`config.mk`:
```
export PLATFORM = sky130hd
export DESIGN_NAME = adder_pipe_arb
export DESIGN_NICKNAME = d
export VERILOG_FILES = /design/src/rtl/cordic_pkg.sv /design/src/rtl/adder_pipe.sv /design/src/rtl/adder_pipe_arb.sv
export SDC_FILE = /design/constraint.sdc
export NUM_CORES = 1
export LEC_CHECK = 0
export CORE_MARGIN = 2
export CORE_UTILIZATION = 40
export CTS_CLUSTER_SIZE = 10
export DETAILED_ROUTE_END_ITERATION = 10
export GPL_TIMING_DRIVEN = 0
export PLACE_DENSITY = 0.78
export SYNTH_ARGS = -nofsm -noshare
export SYNTH_HDL_FRONTEND = slang
export SYNTH_HIERARCHICAL = 1
export SYNTH_SLANG_ARGS = --single-unit
```
`constraint.sdc`:
```
create_clock -name clk -period 8.2 [get_ports clk]
set_input_delay 0.82 -clock clk [delete_from_list [all_inputs] [get_ports clk]]
set_output_delay 0.82 -clock clk [all_outputs]
set_load 0.01 [all_outputs]
```
`src/rtl/cordic_pkg.sv`:
```
// Shared latency, width and tag types for the
// two-requester pipelined adder slice.
package cordic_pkg;

  localparam int ADD_LAT = 5;
  localparam int DATA_W  = 16;

  typedef logic req_id_t;

  typedef struct packed {
    logic    vld;
    req_id_t id;
  } tag_t;

endpackage

```
`src/rtl/adder_pipe.sv`:
```
// Fixed-latency wrapping adder/subtractor.
// Result appears LAT clocks after operands are presented.
module adder_pipe #(
  parameter int LAT = 5,
  parameter int W   = 16
) (
  input  logic         clk,
  input  logic         reset,
  input  logic [W-1:0] a,
  input  logic [W-1:0] b,
  input  logic         sub,
  output logic [W-1:0] sum
);

  logic [W-1:0] res;
  logic [W-1:0] b_eff;
  logic [W-1:0] stg_q [LAT];

  // subtract is a + ~b + 1, all modulo 2^W
  always_comb begin
    b_eff = sub ? ~b : b;
    res   = a + b_eff + {{(W-1){1'b0}}, sub};
  end

  // result delay line, first stage captures the sum
  always_ff @(posedge clk) begin
    if (reset) begin
      for (int i = 0; i < LAT; i++) begin
        stg_q[i] <= '0;
      end
    end else begin
      stg_q[0] <= res;
      for (int i = 1; i < LAT; i++) begin
        stg_q[i] <= stg_q[i-1];
      end
    end
  end

  assign sum = stg_q[LAT-1];

endmodule

```
`src/rtl/adder_pipe_arb.sv`:
```
// Round-robin front end sharing one pipelined adder
// between two requesters, with a tag pipe routing results.
module adder_pipe_arb #(
  parameter int ADD_LAT = cordic_pkg::ADD_LAT,
  parameter int DATA_W  = cordic_pkg::DATA_W
) (
  input  logic              clk,
  input  logic              reset,
  input  logic              hold,
  input  logic              req0_valid,
  input  logic [DATA_W-1:0] req0_a,
  input  logic [DATA_W-1:0] req0_b,
  input  logic              req0_sub,
  output logic              req0_ready,
  input  logic              req1_valid,
  input  logic [DATA_W-1:0] req1_a,
  input  logic [DATA_W-1:0] req1_b,
  input  logic              req1_sub,
  output logic              req1_ready,
  output logic              rsp0_valid,
  output logic              rsp1_valid,
  output logic [DATA_W-1:0] rsp_data,
  output logic [2:0]        inflight
);

  import cordic_pkg::tag_t;
  import cordic_pkg::req_id_t;

  localparam logic [2:0] LAT_CNT = 3'(ADD_LAT);

  logic              gnt0;
  logic              gnt1;
  logic              issue;
  req_id_t           prio_q;
  tag_t              tag_q [ADD_LAT];
  tag_t              tag_out;
  logic [2:0]        cnt_q;
  logic [DATA_W-1:0] op_a;
  logic [DATA_W-1:0] op_b;
  logic              op_sub;

  // grant: lone requester wins, ties go to prio_q
  always_comb begin
    gnt0 = 1'b0;
    gnt1 = 1'b0;
    if (!reset && !hold) begin
      unique case ({req1_valid, req0_valid})
        2'b01: gnt0 = 1'b1;
        2'b10: gnt1 = 1'b1;
        2'b11: begin
          if (prio_q) gnt1 = 1'b1;
          else        gnt0 = 1'b1;
        end
        default: ;
      endcase
    end
  end

  assign issue      = gnt0 | gnt1;
  assign req0_ready = gnt0;
  assign req1_ready = gnt1;

  // winner's operands feed the adder, zeros when idle
  always_comb begin
    op_a   = '0;
    op_b   = '0;
    op_sub = 1'b0;
    if (gnt0) begin
      op_a   = req0_a;
      op_b   = req0_b;
      op_sub = req0_sub;
    end else if (gnt1) begin
      op_a   = req1_a;
      op_b   = req1_b;
      op_sub = req1_sub;
    end
  end

  adder_pipe #(
    .LAT (ADD_LAT),
    .W   (DATA_W)
  ) u_add (
    .clk   (clk),
    .reset (reset),
    .a     (op_a),
    .b     (op_b),
    .sub   (op_sub),
    .sum   (rsp_data)
  );

  // pointer flips to the loser after each grant
  always_ff @(posedge clk) begin
    if (reset) begin
      prio_q <= 1'b0;
    end else if (issue) begin
      prio_q <= ~gnt1;
    end
  end

  // tag pipe tracks who owns each adder stage
  always_ff @(posedge clk) begin
    if (reset) begin
      for (int i = 0; i < ADD_LAT; i++) begin
        tag_q[i] <= '0;
      end
    end else begin
      tag_q[0] <= '{vld: issue, id: gnt1};
      for (int i = 1; i < ADD_LAT; i++) begin
        tag_q[i] <= tag_q[i-1];
      end
    end
  end

  assign tag_out = tag_q[ADD_LAT-1];

  // occupancy: +1 on issue, -1 on return, saturating
  always_ff @(posedge clk) begin
    if (reset) begin
      cnt_q <= '0;
    end else begin
      unique case ({issue, tag_out.vld})
        2'b10: begin
          if (cnt_q != LAT_CNT) cnt_q <= cnt_q + 3'd1;
        end
        2'b01: begin
          if (cnt_q != 3'd0) cnt_q <= cnt_q - 3'd1;
        end
        default: ;
      endcase
    end
  end

  assign rsp0_valid = !reset && tag_out.vld && !tag_out.id;
  assign rsp1_valid = !reset && tag_out.vld && tag_out.id;
  assign inflight   = reset ? 3'd0 : cnt_q;

endmodule

```
==> results.sh, run 1 <==
export IMPL_cts_buffers=9
export IMPL_setup_viol=0
export IMPL_met2_usage_pct=24.1
export IMPL_hold_violations=0
export IMPL_drv_cap=0
export IMPL_ctsResizeCount=0
export IMPL_synth_area_sq_um=4130
export IMPL_synth_most_common_cell="dfxtp_1"
export IMPL_grt_pass1_wl_mm=12.4
export IMPL_post_cts_buffers=0
export IMPL_p_total_uw=895
export IMPL_synth_edf_count=0
export IMPL_first_iter_violations=71
export IMPL_synthAdderAreaFrac_pct=6.23
export IMPL_cts_sinks=94
export IMPL_ys_flop_type="dfxtp_1"
export IMPL_ir_drop_uv=94.7
export IMPL_hp_class="reg2reg"
export IMPL_skew_ns=0.0116
export IMPL_setup_tns_ns=0
export IMPL_critical_path_max_fanout=14
export IMPL_holdBufCountCts=0
export IMPL_diodes=0
export IMPL_clockBufferDepth=2
export IMPL_finalMaxSlewViolations=0
export IMPL_rsz0062_at_grt="false"
export IMPL_synth_area_top_cells="dfxtp_1 46%, nor2b_1 12%, a22o_1 7.0%"
export IMPL_fin_util_pct=53.4
export IMPL_p_leak_uw=0.00235
export IMPL_met1_usage_pct=15.4
export IMPL_start_util_pct=40.6
export IMPL_postRouteWirelength_mm=7.12
export IMPL_synthesis_nets=498
export IMPL_ant_nets=0
export IMPL_num_io_pins=94
export IMPL_synth_compound_area_share_pct=14.6
export IMPL_holdWs_ns=0.435
export IMPL_die_h_um=106
export IMPL_grt_antenna_before_repair=0
export IMPL_grt_pass1_vias=2860
export IMPL_fp_dieW_um=106
export IMPL_status="finished clean"
export IMPL_post_route_period_util_pct=54.3
export IMPL_core_area_sq_um=10200
export IMPL_max_freq_mhz=225
export IMPL_period_needed_ns=4.45
export IMPL_worst_path_max_delay_cell="clkdlybuf4s50_1"
export IMPL_grt_max_degree=20
export IMPL_relSlewSlack_pct=64.2
export IMPL_path_buf_inv=4
export IMPL_met3_usage_pct=4.21
export IMPL_final_layout_size_suffix_gt1_share_pct=10.1
export IMPL_synth_seq_cells=94
export IMPL_synthesis_instances=407
export IMPL_avgSynthCellArea_sq_um=10.2
export IMPL_ys_seq_area_share_pct=45.5
export IMPL_worst_pin_slew_ns=0.532
export IMPL_power_density_nw_per_um2=164
export IMPL_std_cell_rows=37
export IMPL_synth_xor_area_share_pct=5.93
export IMPL_synth_simple_area_share_pct=19.2
export IMPL_cp_cell_sequence="clkdlybuf4s50_1 -> nor2_1 -> and3_1 -> buf_2 -> buf_2 -> a22o_1 -> mux2i_2 -> inv_1 -> fa_1 -> a21o_1 -> a211o_1 -> a21oi_2 -> a21oi_1 -> mux2_1"
export IMPL_dpl_hpwl_mm=5.74
export IMPL_area_growth_pct=31.6
export IMPL_place_congestion=0.884
export IMPL_grt_busiest_layer="met2"
export IMPL_path_delay_family="buffers and inverters"
export IMPL_cts_tree="yes"
export IMPL_synthArstFlopShare_pct=0
export IMPL_netlist_area_leader_share_pct=45.5
export IMPL_htreeDepth=3
export IMPL_end_kind="register"
export IMPL_clock_latency_ns=0.35
export IMPL_critPathKind="in2reg"
export IMPL_num_nets_final=602
export IMPL_yosys_top_cells_count="94 x dfxtp_1, 80 x nor2b_1, 33 x a22o_1, 20 x nor2_1, 20 x xor2_1"
export IMPL_cp_arrival_ns=4.68
export IMPL_path_clk_slew_ns=0.09
export IMPL_track_usage_pct=13.5
export IMPL_dr_pass1_iters=4
export IMPL_grt_overflow=0
export IMPL_cts_root_buffer="clkbuf_8"
export IMPL_critPathMaxStageDelay_ns=0.66
export IMPL_io_buffers=93
export IMPL_via_per_inst=4.48
export IMPL_synth_cell_type_count=49
export IMPL_critPathLaunchType="input port"
export IMPL_synth_area_mux_share_pct=1.60
export IMPL_wl_per_cell_um=10.9
export IMPL_synth_top_family_by_area="simple AND/OR/NAND/NOR gates"
export IMPL_die_area_sq_um=11200
export IMPL_synth_top_area_cell="dfxtp_1"
export IMPL_drc=0
export IMPL_ys_warn_count=6
export IMPL_crit_top_cell="buf_2"
export IMPL_vias=2921
export IMPL_required_ns=8.43
## cells by family (layout without fill, tap and decap cells)
group                      Yosys count  after routing
xor gates and xnor gates            28             28
buffers and inverters               46            155
DFF                                 94             94
and+or+nand+nor                    138            138
AOI/OAI and AO/OA                   76             76
adders and majority gates           20             20
muxes                                5              5
## area by class of cell
cell class	instances	area, sq um
multi-input cells	267	1970
clock inverters	7	80.1
repair buffers	93	931
fillers	924	4750
clock buffers	9	124
flip-flops and latches	94	1880
well taps	136	170
inverters	6	22.5
plain buffers	40	260
## cells in the final DEF, fill, tap and decap left out, types with 2 or more instances in the layout
master,instances
dfxtp_1,94
clkdlybuf4s50_1,93
nor2b_1,80
a22o_1,33
nor2_1,20
xor2_1,20
ha_1,19
a21oi_1,16
buf_4,16
clkbuf_1,14
nand2_1,12
clkbuf_8,9
a21o_1,9
xnor2_1,8
buf_6,6
inv_1,6
and3_1,5
nor3_1,5
buf_2,4
o21ai_0,3
nand4_1,3
nand2b_1,2
mux2_4,2
clkinv_8,2
inv_8,2
o221ai_2,2
nand4b_1,2
## registers in the layout (all words and copies together) (netlist names)
register,count
cnt_q,3
u_add/stg_q,80
prio_q,1
tag_q,10
## per-stage QoR
stage	cells	setup WS [ns]	area, sq um
global placement	636	3.51	5240
global route	652	3.56	5440
floorplan	407	4.66	4130
finish	652	3.75	5440
CTS	652	3.78	5440
detailed placement	636	3.43	5240
## power breakdown
group	switching (uW)	internal, uW	total (uW)
clock network	169	121	289
registers	4.12	474	478
logic	56.6	70.8	127
## worst paths after layout
check                           cells after the start                 end  slack [ns]                from
worst max-delay path                               14  u_add/stg_q[0][14]        3.75               reset
worst min-delay path                                1  u_add/stg_q[0][27]        0.44  u_add/stg_q[0][11]
worst max register to register                     13  u_add/stg_q[0][14]        4.68              prio_q
worst min register to register                      1  u_add/stg_q[0][27]        0.44  u_add/stg_q[0][11]
## routing by layer
metal	share of wire (%)	vias to the layer above	routed length, um
met5	0	-	0
met4	1.5	0	110
met3	6.3	13	446
met2	48	112	3400
met1	44	1225	3170
li1	-	1571	-
## worst register-to-register path, delay by kind of cell (launching register included)
family / cells / cell delay (ns)
compound gates: 5 / 1.12
mux: 2 / 0.66
flops: 1 / 0.37
buf+inv: 3 / 0.57
simple gates: 2 / 0.27
fa+ha+maj: 1 / 0.41
(Power assumes the default switching activity.)
==> inputs of run 2 (changes only) <==
==> constraint.sdc (replaced) <==
create_clock -name clk -period 4.4 [get_ports clk]
set_input_delay 0.44 -clock clk [delete_from_list [all_inputs] [get_ports clk]]
set_output_delay 0.44 -clock clk [all_outputs]
set_load 0.01 [all_outputs]
==> results of run 2 <==
The final DEF is identical to that of run 1. Status: finished clean.
Among the figures that moved: setup slack after placement 3.43 ns -> 0.00594 ns; setup slack after layout 3.75 ns -> 0.330 ns; register-to-register setup slack 4.68 ns -> 0.88 ns; total power 895 uW -> 1670 uW; worst IR drop on VDD 94.7 uV -> 176 uV
